File: src/rtl/cordic_engine.sv
// Iterative rotation/vectoring CORDIC with quadrant pre-rotation, rounded gain
// compensation and output saturation, behind valid/ready handshakes.
module cordic_engine #(
    parameter int STG   = 12,
    parameter int SIZE  = 16,
    parameter int FRAC  = 12,
    parameter int GUARD = 2
) (
    input  logic            clk,
    input  logic            rst,
    input  logic            in_valid,
    output logic            in_ready,
    input  logic            mode,
    input  logic [SIZE-1:0] x_in,
    input  logic [SIZE-1:0] y_in,
    input  logic [SIZE-1:0] z_in,
    output logic            out_valid,
    input  logic            out_ready,
    output logic [SIZE-1:0] x_out,
    output logic [SIZE-1:0] y_out,
    output logic [SIZE-1:0] z_out,
    output logic            sat
);
    localparam int W  = SIZE + GUARD;
    localparam int PW = W + FRAC + 2;
    localparam int CW = $clog2(STG + 1);

    // Constants held at 2^30 scale and rounded down to FRAC at elaboration.
    localparam longint K30  = 64'sd652032874;
    localparam longint P30  = 64'sd1686629713;
    localparam longint RND  = longint'(1) <<< (29 - FRAC);
    localparam longint K_L  = (K30 + RND) >>> (30 - FRAC);
    localparam longint P_L  = (P30 + RND) >>> (30 - FRAC);

    localparam logic signed [W-1:0]  PI2  = W'(P_L);
    localparam logic signed [PW-1:0] K_P  = PW'(K_L);
    localparam logic signed [PW-1:0] HALF = PW'(longint'(1) <<< (FRAC - 1));
    localparam logic signed [PW-1:0] MAXV = PW'((longint'(1) <<< (SIZE - 1)) - 1);
    localparam logic signed [PW-1:0] MINV = -MAXV - PW'(1);

    typedef enum logic [1:0] {IDLE, ITER, SCALE, HOLD} state_t;

    function automatic logic signed [W-1:0] atan_lut(input int idx);
        longint v;
        case (idx)
            0:  v = 64'sd843314857;
            1:  v = 64'sd497837829;
            2:  v = 64'sd263043836;
            3:  v = 64'sd133525158;
            4:  v = 64'sd67021686;
            5:  v = 64'sd33543515;
            6:  v = 64'sd16775850;
            7:  v = 64'sd8388437;
            8:  v = 64'sd4194282;
            9:  v = 64'sd2097149;
            10: v = 64'sd1048575;
            11: v = 64'sd524287;
            default: v = longint'(1) <<< (30 - idx);
        endcase
        v = (v + RND) >>> (30 - FRAC);
        return v[W-1:0];
    endfunction

    // Returns {clipped, value}: x*K rounded to nearest, then clamped to SIZE bits.
    function automatic logic [SIZE:0] scale_sat(input logic signed [W-1:0] v);
        logic signed [PW-1:0] p;
        p = $signed({{(PW-W){v[W-1]}}, v}) * K_P;
        p = (p + HALF) >>> FRAC;
        if (p > MAXV)      return {1'b1, MAXV[SIZE-1:0]};
        else if (p < MINV) return {1'b1, MINV[SIZE-1:0]};
        else               return {1'b0, p[SIZE-1:0]};
    endfunction

    state_t                state_q, state_d;
    logic signed [W-1:0]   x_q, x_d, y_q, y_d, z_q, z_d;
    logic [CW-1:0]         i_q, i_d;
    logic                  mode_q, mode_d;
    logic [SIZE-1:0]       x_out_q, x_out_d, y_out_q, y_out_d, z_out_q, z_out_d;
    logic                  out_valid_q, out_valid_d, sat_q, sat_d;

    logic signed [W-1:0]   xe, ye, ze, xsh, ysh, atan_i;
    logic                  dpos;
    logic [SIZE:0]         xs, ys;

    always_comb begin
        state_d     = state_q;
        x_d         = x_q;
        y_d         = y_q;
        z_d         = z_q;
        i_d         = i_q;
        mode_d      = mode_q;
        x_out_d     = x_out_q;
        y_out_d     = y_out_q;
        z_out_d     = z_out_q;
        out_valid_d = out_valid_q;
        sat_d       = sat_q;

        xe     = {{GUARD{x_in[SIZE-1]}}, x_in};
        ye     = {{GUARD{y_in[SIZE-1]}}, y_in};
        ze     = {{GUARD{z_in[SIZE-1]}}, z_in};
        xsh    = x_q >>> i_q;
        ysh    = y_q >>> i_q;
        atan_i = atan_lut(int'(i_q));
        dpos   = mode_q ? y_q[W-1] : ~z_q[W-1];
        xs     = scale_sat(x_q);
        ys     = scale_sat(y_q);

        case (state_q)
            IDLE: begin
                if (in_valid) begin
                    mode_d  = mode;
                    i_d     = '0;
                    state_d = ITER;
                    x_d     = xe;
                    y_d     = ye;
                    if (!mode) begin
                        z_d = ze;
                        if (ze > PI2) begin
                            x_d = -ye;
                            y_d = xe;
                            z_d = ze - PI2;
                        end else if (ze < -PI2) begin
                            x_d = ye;
                            y_d = -xe;
                            z_d = ze + PI2;
                        end
                    end else begin
                        z_d = '0;
                        if (xe[W-1] && !ye[W-1]) begin
                            x_d = ye;
                            y_d = -xe;
                            z_d = PI2;
                        end else if (xe[W-1]) begin
                            x_d = -ye;
                            y_d = xe;
                            z_d = -PI2;
                        end
                    end
                end
            end
            ITER: begin
                if (dpos) begin
                    x_d = x_q - ysh;
                    y_d = y_q + xsh;
                    z_d = z_q - atan_i;
                end else begin
                    x_d = x_q + ysh;
                    y_d = y_q - xsh;
                    z_d = z_q + atan_i;
                end
                i_d = i_q + CW'(1);
                if (i_q == CW'(STG - 1)) state_d = SCALE;
            end
            SCALE: begin
                x_out_d     = xs[SIZE-1:0];
                y_out_d     = ys[SIZE-1:0];
                z_out_d     = z_q[SIZE-1:0];
                sat_d       = xs[SIZE] | ys[SIZE];
                out_valid_d = 1'b1;
                state_d     = HOLD;
            end
            HOLD: begin
                if (out_ready) begin
                    out_valid_d = 1'b0;
                    state_d     = IDLE;
                end
            end
            default: state_d = IDLE;
        endcase
    end

    always_ff @(posedge clk or posedge rst) begin
        if (rst) begin
            state_q     <= IDLE;
            x_q         <= '0;
            y_q         <= '0;
            z_q         <= '0;
            i_q         <= '0;
            mode_q      <= 1'b0;
            x_out_q     <= '0;
            y_out_q     <= '0;
            z_out_q     <= '0;
            out_valid_q <= 1'b0;
            sat_q       <= 1'b0;
        end else begin
            state_q     <= state_d;
            x_q         <= x_d;
            y_q         <= y_d;
            z_q         <= z_d;
            i_q         <= i_d;
            mode_q      <= mode_d;
            x_out_q     <= x_out_d;
            y_out_q     <= y_out_d;
            z_out_q     <= z_out_d;
            out_valid_q <= out_valid_d;
            sat_q       <= sat_d;
        end
    end

    assign in_ready  = (state_q == IDLE);
    assign out_valid = out_valid_q;
    assign x_out     = x_out_q;
    assign y_out     = y_out_q;
    assign z_out     = z_out_q;
    assign sat       = sat_q;
endmodule

File: config.mk
export PLATFORM = sky130hd
export DESIGN_NAME = cordic_engine
export DESIGN_NICKNAME = d
export VERILOG_FILES = /design/src/rtl/cordic_engine.sv
export SDC_FILE = /design/constraint.sdc
export NUM_CORES = 1
export LEC_CHECK = 0
export CORE_ASPECT_RATIO = 1.4
export CORE_MARGIN = 2
export CORE_UTILIZATION = 36
export DETAILED_ROUTE_END_ITERATION = 8
export PLACE_DENSITY_LB_ADDON = 0.12
export SYNTH_ARGS = -nofsm -noshare
export SYNTH_HDL_FRONTEND = slang
export SYNTH_SLANG_ARGS = --single-unit
File: constraint.sdc
create_clock -name clk -period 6.4 [get_ports clk]
set_clock_uncertainty 0.05 [all_clocks]
set_input_delay 1.28 -clock clk [delete_from_list [all_inputs] [get_ports clk]]
set_output_delay 1.28 -clock clk [all_outputs]
set_load 0.1 [all_outputs]
## After elaboration in Yosys (flattened, before gate mapping)

Cells that the tools add are included.

| storage, ports and cells | value |
|---|---|
| register bits after elaboration | 111 |
| bits in latches | 0 |
| RAM bits | 0 |
| bits in read-only memories | 0 |
| bits of input ports | 53 |
| output and inout bits | 51 |
| word-level logic and storage cells | 104 |
| memories | 0 |

| cells by class | value |
|---|---|
| add/subtract/negate cells | 15 |
| multipliers | 2 |
| div/mod/pow operators | 0 |
| magnitude comparators | 6 |
| equality and inequality tests | 17 |
| shifts and indexed selects | 3 |
| multiplexer cells | 38 |
| bitwise gates (word level) | 2 |
| reductions and logical operators | 10 |

Operators by type and width:

| cell | count |
|---|---|
| 36-bit case mux with 12 select lines | 1 |
| 18-bit two-way mux | 21 |
| 18-bit case mux with 2 select lines | 3 |
| 17-bit two-way mux | 4 |
| 31-bit by 13-bit adder with 32-bit output (second input constant) | 2 |
| 18-bit by 13-bit multiplier with 31-bit output (second input constant) | 2 |
| 18-bit adder | 3 |
| 18-bit subtractor | 3 |
| 20-bit by 16-bit greater-than comparator with 1-bit output (second input constant) | 2 |
| 20-bit by 16-bit < comparator with 1-bit output (second input constant) | 2 |
| 36-bit by 19-bit adder with 36-bit output (second input constant) | 1 |
| 16-bit negation with 18-bit output | 2 |
| 2-bit by 32-bit <<< shifter with 36-bit output (first input constant) | 1 |
| 18-bit by 4-bit >>> shifter with 18-bit output | 2 |
| 16-bit by 14-bit adder with 17-bit output (second input constant) | 1 |
| 16-bit by 14-bit subtractor with 17-bit output (second input constant) | 1 |
| 4-bit by 3-bit equality test with 1-bit output (second input constant) | 4 |
| 4-bit equality test (second input constant) | 4 |
| 16-bit by 14-bit greater-than comparator with 1-bit output (second input constant) | 1 |
| 16-bit by 14-bit < comparator with 1-bit output (second input constant) | 1 |
| 4-bit by 2-bit equality test with 1-bit output (second input constant) | 2 |
| 2-bit case mux with 4 select lines | 1 |
| 4-bit case mux with 2 select lines | 1 |
| 2-bit two-way mux | 3 |
| 18 further kinds | 25 |

## Longest topological paths before layout

Gate-level depths: netlist of run 1.

| depth | value |
|---|---|
| word-level depth | 7 |
| gate-level depth with buffers | 28 |
| depth with buffers taken out | 25 |

## Worst setup path before layout of run 1

OpenSTA, ideal clock, no wires.

| timing path | value |
|---|---|
| path type | register to register |
| start point | register y_q[4] |
| end point | register y_out_q[0] (netlist: y_out[0]) |
| arrival time | 5.696 ns |
| required time | 6.268 ns |
| slack | 0.572 ns |
| stages on the path, launching flop included | 20 |
| buffers on the path | 1 |
| cell sequence | dfrtp_1 ha_1 ha_1 a21o_1 fa_1 fa_1 fa_1 ha_1 ha_1 a21o_1 a21oi_1 o21ai_0 a21o_1 a31o_2 a31oi_1 a211oi_1 a211oi_1 clkbuf_1 nand2_1 a31oi_1 |

| between the ends | value |
|---|---|
| longest elaborated chain between the ends | 5 |
| elaborated cells on any way between the ends | 6 |
| classes of those cells | add/sub (1); mul (1); order compare (2); mux (2) |

Ends and longest elaborated chain:

| item | RTL line | source |
|---|---|---|
| start, declared | 75 | `logic signed [W-1:0] x_q, x_d, y_q, y_d, z_q, z_d;` |
| start signal, assigned | 188 | `y_q <= y_d;` |
| 18-bit by 13-bit multiplier with 31-bit output * | 67 | `p = $signed({{(PW-W){v[W-1]}}, v}) * K_P;` |
| 31-bit by 13-bit adder with 32-bit output * | 68 | `p = (p + HALF) >>> FRAC;` |
| 20-bit by 16-bit < comparator with 1-bit output | 70 | `else if (p < MINV) return {1'b1, MINV[SIZE-1:0]};` |
| 17-bit two-way mux | 70 |  |
| 17-bit two-way mux * | 69 | `if (p > MAXV) return {1'b1, MAXV[SIZE-1:0]};` |
| end signal, assigned | 193 | `y_out_q <= y_out_d;` |
| end, declared | 78 | `logic [SIZE-1:0] x_out_q, x_out_d, y_out_q, y_out_d, z_out_q, z_out_d;` |

Every way passes the cells marked *; elsewhere a longest branch is shown, timed or not.
A chain may end at the register's enable or synchronous reset.

## Final worst setup path of run 1

| timing path | value |
|---|---|
| start point | register x_q[10] |
| end point | register sat_q (netlist: sat) |

| between the ends | value |
|---|---|
| longest elaborated chain between the ends | 6 |
| elaborated cells on any way between the ends | 7 |
| classes of those cells | add/sub (1); mul (1); order compare (2); mux (2); bitwise (1) |

Ends and longest elaborated chain:

| item | RTL line | source |
|---|---|---|
| start, declared | 75 |  |
| start signal, assigned | 175 | `x_q <= '0;` |
| start signal, assigned | 187 | `x_q <= x_d;` |
| 18-bit by 13-bit multiplier with 31-bit output * | 67 |  |
| 31-bit by 13-bit adder with 32-bit output * | 68 |  |
| 20-bit by 16-bit < comparator with 1-bit output | 70 |  |
| 17-bit two-way mux | 70 |  |
| 17-bit two-way mux * | 69 |  |
| 1-bit bitwise OR * | 158 | `sat_d = xs[SIZE] \| ys[SIZE];` |
| end signal, assigned | 196 | `sat_q <= sat_d;` |
| end, declared | 79 | `logic out_valid_q, out_valid_d, sat_q, sat_d;` |

Marks and branches as above.

==> results of run 1 <==
==> metrics by stage <==
step           utilization (%)  cells  area, µm²
2_1_floorplan                -   2517      21900
3_3_place_gp              40.3   3404      24200
3_5_place_dp              40.3   3404      24200
4_1_cts                   40.8   3420      24500
5_1_grt                   40.9   3422      24500
6_report                  40.9   3423      24500
==> repair_timing <==
action	in CTS	in global routing
gates resized for setup	0	7
setup buffers	0	2
endpoints found under the setup margin	0	31
==> kinds of logic (layout without fill, tap and decap cells) <==
logic type,Yosys count,in the layout
compound gates,635,635
simple gates,600,600
fa+ha+maj,487,487
buf+inv,402,497
xor+xnor,175,175
flops,111,111
mux,107,107
other cells,0,1
==> state kept, by name, indices dropped and copies added (netlist names) <==
name	cells
i_q	4
mode_q	1
out_valid	1
sat	1
state_q	2
x_out	16
x_q	18
y_out	16
y_q	18
z_out	16
z_q	18
==> critical path, stage by stage, from the launching register on <==
cell      delay (ps)
dfrtp_1          580
inv_1            210
fa_1             570
inv_1             50
fa_1             520
fa_1             440
fa_1             570
fa_1             420
ha_1             240
or4_1            420
a21oi_2          240
or3_1            180
nand4_1          180
nand2_1          170
mux2_2           390
a211o_1          300
a21boi_0         180
buf_4            130
a31oi_1           70
==> cells in the final DEF (no fill, tap or decap), types with 7 or more instances in the layout <==
master	instances
xnor2_1	95
a31oi_1	49
mux2i_1	28
nor3_1	45
o22ai_1	16
fa_1	187
inv_1	272
a21oi_1	180
nand4_1	13
xor2_1	77
a211oi_1	31
o21bai_1	12
a21o_1	46
nor2_1	193
buf_4	99
mux4_2	30
or3_1	27
dfrtp_1	107
a22o_1	7
clkdlybuf4s50_1	100
ha_1	298
and3_1	17
nor2b_1	18
o31ai_1	16
clkbuf_16	9
o21ai_0	129
nand2b_1	16
o211ai_1	35
nand2_1	177
mux2_2	41
nand3_1	43
o21a_1	14
a221oi_1	9
==> routing by layer <==
metal / track usage, % / vias up
met4: 8.24 / 0
met2: 40.2 / 460
met1: 28.4 / 9167
met3: 2.33 / 98
met5: 0 / -
li1: - / 9023
==> final cells by class <==
class	count	area share, %
Sequential cell	111	11.4
Timing Repair Buffer	203	7.32
Clock inverter	7	0.327
Inverter	278	4.27
Tap cell	810	4.14
Antenna cell	1	0.0102
Clock buffer	9	0.919
Multi-Input combinational cell	2004	71.7
==> path summary, 6_finish.rpt <==
check / start / endpoint / slack, ps / depth (start not counted)
max: x_q[10]$_DFFE_PP0P_ / sat$_DFFE_PP0P_ / 320 / 18
min: z_q[0]$_DFFE_PP0P_ / z_out[0]$_DFFE_PP0P_ / 460 / 1
max reg2reg: x_q[10]$_DFFE_PP0P_ / sat$_DFFE_PP0P_ / 320 / 18
min reg2reg: z_q[0]$_DFFE_PP0P_ / z_out[0]$_DFFE_PP0P_ / 460 / 1
max in group asynchronous: rst / z_out[1]$_DFFE_PP0P_ / 4150 / 3
min in group asynchronous: rst / y_out[7]$_DFFE_PP0P_ / 1280 / 2
==> results.cfg, run 1 <==
[outcome]
status = finished, final reports clean

[floorplan]
initial_core_util_pct = 36.5
die_height_um = 296
core-area_um2 = 59900
ios = 104
die_area_um2 = 62800
rows = 106
die_w_um = 212

[sta]
max_slew_margin_pct = 31.3
hold_violations = 0
finalCritPeriodShare_pct = 94.9
drv_slew = 0
hold_ws_ps = 463
worstMarginPinSlew_ps = 1030
tns_ps = 0
rsz0062_at_grt = false
min_period_ps = 6080
finalSetupViolCount = 0
fmax_mhz = 165
worst_slack_ps = 324

[logic_synthesis]
synth-xor-area-share_pct = 7.14
synth-compound-area-share_pct = 18.6
synth_cell_type_count = 98
yosys.area_share.adder_pct = 34.3
syn-cell-area_um2 = 21900
synth_most_common_cell = ha_1
async_flop_share_pct = 100
synth_edf_count = 0
synth_top_family_by_area = adder cells
synth_top_cell_area_share_pct = 17.2
synth_flop_cell = dfrtp_1
avgSynthCellArea_um2 = 8.69
yosysTopAreaCell = ha_1
yosysWarnings = 0
syn_inst = 2517
ys_ff_latch = 111
synthTopCellsByCount = ha_1 (300), inv_1 (273), nor2_1 (195), fa_1 (187), a21oi_1 (182)
synth_area_leaders = ha_1 (17%), fa_1 (17%), dfrtp_1 (13%)
yosys.area_share.simple_pct = 12.9
synth.area.mux_share_pct = 7.19
yosysSeqAreaShare_pct = 12.7
syn_nets = 3057

[routing]
via_count = 18748
vias_per_cell = 5.48
route.met2.wl_um = 34700
wl_met1_um = 30000
routed.top_layer = met4
wl_um = 69800
detail_route.first_pass.iterations = 5
wl_met3_um = 2630
wl_per_cell_um = 20.4
ant_nets = 0
drc_errors = 0
drt_iter0_markers = 1029

[final_layout]
multiInputGateArea_um2 = 17600
seq_area_um2 = 2780
syn_to_final_growth_pct = 12.0
fillers = 6134
fin_nets = 3147
drive_gt1_share_pct = 9.49

[setup_path]
worstSetupEndpointType = flop
startpoint_type = flop
critPathRequiredTime_ps = 6600
crit_fanout = 9
cp.arrival_ps = 6270
worst-setup-path-type = reg2reg

[clocking]
cts_made_buffers = 9
clk_pin_slew_ps = 90
clock_latency_ps = 420
cts_tree = done
cts_root_buf = clkbuf_16
htreeDepth = 3
cts_buffer_depth = 2
cts.sink_count = 111
postCtsHoldBufs = 0

[grt]
grt_pass1_wl_um = 110000
grt-ovfl-total = 0
grt_pass1_vias = 19453
grtUsageTotal_pct = 22.6
antenna_found_initial = 0
grt_max_degree = 73

[placed_design]
post-place-ws_ps = 196
place.gp.congestion = 0.927
numPortBuffers = 103
dp.final_hpwl_um = 56800

[flow_run]
max-cap-violations = 0

[worst_hold_path]
hp-class = reg2reg
Power of run 1 is left out: the tool's default activity adds up to more than one toggle a clock period on the data nets, which glitch-free logic cannot reach.
==> run 2, diff against run 1 <==
- CORE_UTILIZATION: 36 -> 64
==> run 2 against run 1 <==
Net effect:
- die area down 43%
- sequential cell count unchanged
- clock-buffer cell count unchanged
- sequential share of layout area up 0.32 points
- critical path type unchanged
- highest routed layer is now met5
==> results.cfg, run 2 (synthesis results as in run 1) <==
[floorplan]
die_height_um = 223
die_w_um = 160
ios = 104
initial_core_util_pct = 64.5
core-area_um2 = 33900
die_area_um2 = 35700
rows = 80

[worst_hold_path]
hp-class = reg2reg

[setup_path]
worst-setup-path-type = reg2reg
worstSetupEndpointType = flop
crit_fanout = 15
timing.reg2reg.setup_slack_ps = 290
startpoint_type = flop
critPathRequiredTime_ps = 6630
cp.arrival_ps = 6340

[clocking]
cts_tree = done
clk_pin_slew_ps = 90
clock_latency_ps = 400
htreeDepth = 3
cts_setup_buffers = 0
cts_root_buf = clkbuf_16
cts_made_buffers = 9
cts_buffer_depth = 2
cts.sink_count = 111

[sta]
fmax_mhz = 164
drv_slew = 0
min_period_ps = 6110
max_slew_margin_pct = 28.1
hold_violations = 0
finalCritPeriodShare_pct = 95.4
worst_slack_ps = 292
worstMarginPinSlew_ps = 1080
finalSetupViolCount = 0

[final_layout]
drive_gt1_share_pct = 8.58
fin_nets = 3123
syn_to_final_growth_pct = 9.05
layout.cells.most_common = ha_1
fillers = 2739
reg_top3 = x_q: 18 flops, y_q: 18 flops, z_q: 18 flops
final_area_um2 = 23900
final_cell_mix = ha_1 (298), inv_1 (272), nor2_1 (194)

[grt]
grtUsageTotal_pct = 35.9
gr-usage-met3_pct = 5.58
grt_pass1_vias = 19760
grt_util_met1_pct = 42.2
grt_pass1_wl_um = 102000
grt_max_degree = 73
grt-ovfl-total = 0
top_usage_layer = met2
met2_usage_pct = 63.1
antenna_found_initial = 1

[routing]
drt_iter0_markers = 1496
vias_per_cell = 6.33
drc_errors = 0
via_count = 19248
wl_per_cell_um = 20.8
detail_route.first_pass.iterations = 5
wl_um = 63300
ant_nets = 0

[placed_design]
post-place-ws_ps = 183
dp.final_hpwl_um = 50500
place.gp.congestion = 1.05
numPortBuffers = 103
dpl_cell_area_um2 = 23500

[flow_run]
max-cap-violations = 0

[outcome]
status = finished, final reports clean
## run 2: cell count changes in the layout (fill, tap and decap cells not counted), sizes merged
cell,previous run,this run
buf,103,78
clkdlybuf4s50,100,101
inv,279,276
clkinv,5,8
## run 2: area by class of cell
| class | instances | area, µm² | share of cell area (%) |
|---|---|---|---|
| Antenna cell | 1 | 2.50 | 0.0105 |
| Clock buffer | 9 | 225 | 0.944 |
| Clock inverter | 7 | 90.1 | 0.378 |
| Inverter | 278 | 1050 | 4.38 |
| Multi-Input combinational cell | 2004 | 17600 | 73.6 |
| Sequential cell | 111 | 2790 | 11.7 |
| Tap cell | 451 | 564 | 2.37 |
| Timing Repair Buffer | 179 | 1590 | 6.67 |
## run 2: per-stage QoR
| stage | utilization [%] | std cells | TNS, ps | hold WS [ps] |
|---|---|---|---|---|
| floorplan | - | 2517 | 0 | 429 |
| global placement | 69.3 | 3023 | 0 | 441 |
| detailed placement | 69.3 | 3023 | 0 | 446 |
| CTS | 70.2 | 3039 | 0 | 467 |
| global route | 70.3 | 3039 | -1.01 | 473 |
| finish | 70.3 | 3040 | 0 | 463 |
## run 2: final timing paths
kind,cells past startpoint,to,start
max,20,x_out[3]$_DFFE_PP0P_,x_q[11]$_DFFE_PP0P_
min,1,y_out[15]$_DFFE_PP0P_,y_out[15]$_DFFE_PP0P_
max reg2reg,20,x_out[3]$_DFFE_PP0P_,x_q[11]$_DFFE_PP0P_
min reg2reg,1,y_out[15]$_DFFE_PP0P_,y_out[15]$_DFFE_PP0P_
max in group asynchronous,3,i_q[1]$_DFFE_PP0P_,rst
min in group asynchronous,2,x_q[16]$_DFFE_PP0P_,rst
## run 2: worst max-delay path: stages, from the launching register on
cell and delay [ps]:
dfrtp_1 490, ha_1 380, inv_1 100, fa_1 530
inv_1 60, fa_1 510, fa_1 440, fa_1 500
ha_1 320, ha_1 350, a21o_1 170, a21o_1 180
a21oi_1 280, a2bb2oi_1 230, nand4_1 190, nand2_1 170
mux2_2 390, a211oi_1 240, o21a_1 150, buf_4 210
a21oi_1 90
## run 2: layer usage
metal  wire, µm  part of all wire, %
met5          8                0.013
met4       3380                  5.3
met3       3920                  6.2
met2      31600                   50
met1      24300                   38
## run 2: repair_timing
action	CTS	global route
hold buffers	0	0
setup endpoints to repair	0	32
resized for setup	0	8
Power of run 2 is left out for the same reason.
==> run 3, diff against run 2 <==
- REMOVE_ABC_BUFFERS: unset -> 1
==> run 3 against run 2 <==
Net effect:
- non-clock buffer count is 2 lower
- wire length rose by 2.1%
- critical path depth shrank 1
- first-iteration DRC count up 24%
- sequential share of layout area is essentially flat
- utilization grew 0.077 points
- die area did not move
- largest cell class unchanged
- highest routed layer is now met4
==> results.cfg, run 3 (synthesis results as in run 1) <==
[setup_path]
worst-setup-path-type = reg2reg
worst-path-buf-inv = 2
crit_fanout = 10
startpoint_type = flop
critPathMostFrequentCell = fa_1
max_stage_delay_ps = 570
slowest_stage = dfrtp_1
reg2regPathDepth = 19
cp.arrival_ps = 6340
reg2reg_from = x_q[5]$_DFFE_PP0P_
timing.reg2reg.setup_slack_ps = 280
r2r-end = x_out[9]$_DFFE_PP0P_
worstSetupEndpointType = flop
crit_family = adder cells
crit_chain = ha_1 > fa_1 > inv_1 > fa_1 > inv_1 > fa_1 > fa_1 > ha_1 > ha_1 > a21o_1 > a21o_1 > a21oi_2 > a2bb2oi_1 > nand4_1 > nand2_1 > mux2_2 > a211oi_2 > o21a_1 > a21oi_1
critPathRequiredTime_ps = 6620

[floorplan]
die_height_um = 223
core-area_um2 = 33900
initial_core_util_pct = 64.5
die_w_um = 160
rows = 80
ios = 104
die_area_um2 = 35700

[grt]
grt_pass1_vias = 19579
grt-ovfl-total = 0
grtUsageTotal_pct = 36.5
grt_max_degree = 73
grt_pass1_wl_um = 103000
antenna_found_initial = 3

[routing]
vias_per_cell = 6.38
wl_um = 64600
detail_route.first_pass.iterations = 6
drc_errors = 0
ant_nets = 0
wl_per_cell_um = 21.2
via_count = 19408
drt_iter0_markers = 1857

[final_layout]
syn_to_final_growth_pct = 9.17
final_cell_mix = ha_1 (298), inv_1 (272), nor2_1 (194)
reg_top3 = x_q: 18 flops, y_q: 18 flops, z_q: 18 flops
fin_nets = 3122
drive_gt1_share_pct = 8.70
instances_no_fill = 3040
layout.cells.most_common = ha_1

[clocking]
clk_pin_slew_ps = 90
postCtsHoldBufs = 0
htreeDepth = 3
cts_root_buf = clkbuf_16
cts_made_buffers = 9
cts_tree = done
cts_buffer_depth = 2
cts.sink_count = 111
clock_latency_ps = 400

[sta]
tns_ps = 0
finalCritPeriodShare_pct = 95.7
finalSetupViolCount = 0
hold_violations = 0
fmax_mhz = 163
drv_slew = 0
worstMarginPinSlew_ps = 1350
rsz0062_at_grt = false
min_period_ps = 6120
max_slew_margin_pct = 8.90

[outcome]
status = finished, final reports clean

[placed_design]
place.gp.congestion = 0.994
dp.final_hpwl_um = 52100
numPortBuffers = 103
place_inst = 3019

[flow_run]
max-cap-violations = 0

[worst_hold_path]
hold_end = z_out[13]$_DFFE_PP0P_
hp-start = z_out[13]$_DFFE_PP0P_
hp-class = reg2reg
whs_path_depth = 1
[run 3: changes by cell type in the layout (fill, tap and decap cells not counted), sizes merged]
cell and delta:
buf -2, clkinvlp -1, o21a +1, inv +3, diode +1, clkinv -2
[run 3: through the flow]
| stage | instance area, µm² | util (%) | hold WS (ps) | worst slack, ps |
|---|---|---|---|---|
| after floorplan | 21300 | - | 430 | -302 |
| after global placement | 23500 | 69.2 | 439 | 27.3 |
| after detailed placement | 23500 | 69.2 | 446 | -64.9 |
| after CTS | 23800 | 70.1 | 467 | 56.3 |
| after global routing | 23900 | 70.4 | 484 | 54.1 |
| final | 23900 | 70.4 | 464 | 275 |
[run 3: worst max path at each step]
| stage | from | endpoint | slack, ps | cells past startpoint |
|---|---|---|---|---|
| after global placement | y_q[5]$_DFFE_PP0P_ | y_out[9]$_DFFE_PP0P_ | 30 | 19 |
| final | x_q[5]$_DFFE_PP0P_ | x_out[9]$_DFFE_PP0P_ | 280 | 19 |
| after global routing | x_q[5]$_DFFE_PP0P_ | x_out[1]$_DFFE_PP0P_ | 50 | 19 |
| after detailed placement | y_q[5]$_DFFE_PP0P_ | y_out[9]$_DFFE_PP0P_ | -60 | 19 |
| after CTS | y_q[5]$_DFFE_PP0P_ | y_out[9]$_DFFE_PP0P_ | 60 | 19 |
| after floorplan | i_q[0]$_DFFE_PP0P_ | z_q[17]$_DFFE_PP0P_ | -300 | 24 |
[run 3: cell type report]
| cell class | instances | area, µm² |
|---|---|---|
| clock buffers | 9 | 225 |
| clock inverters | 7 | 73.8 |
| multi-input cells | 2005 | 17600 |
| repair buffers | 177 | 1590 |
| fillers | 2662 | 10000 |
| inverters | 278 | 1050 |
| flip-flops and latches | 111 | 2780 |
| diodes | 2 | 5.00 |
| well taps | 451 | 564 |
[run 3: routing by layer]
layer | part of all wire, % | vias up | GRT usage [%]
met3 | 7.1 | 202 | 4.87
met2 | 49 | 851 | 63.3
li1 | - | 8988 | -
met4 | 5.8 | 0 | 18.9
met5 | 0 | - | 0
met1 | 38 | 9367 | 44.4
[run 3: repair_timing]
action	4_1_cts	5_1_grt
gates resized for setup	1	14
setup endpoints to repair	12	34
gates cloned	0	1
buffers inserted	0	2
pin swaps	0	2
[run 3: worst register-to-register path, stage by stage, from the launching register on]
cell       delay [ps]
dfrtp_1           570
ha_1              380
fa_1              510
inv_1              50
fa_1              520
inv_1              50
fa_1              500
fa_1              440
ha_1              290
ha_1              340
a21o_1            180
a21o_1            190
a21oi_2           220
a2bb2oi_1         240
nand4_1           170
nand2_1           160
mux2_2            390
a211oi_2          310
o21a_1            330
a21oi_1           110
Power of run 3 is left out for the same reason.
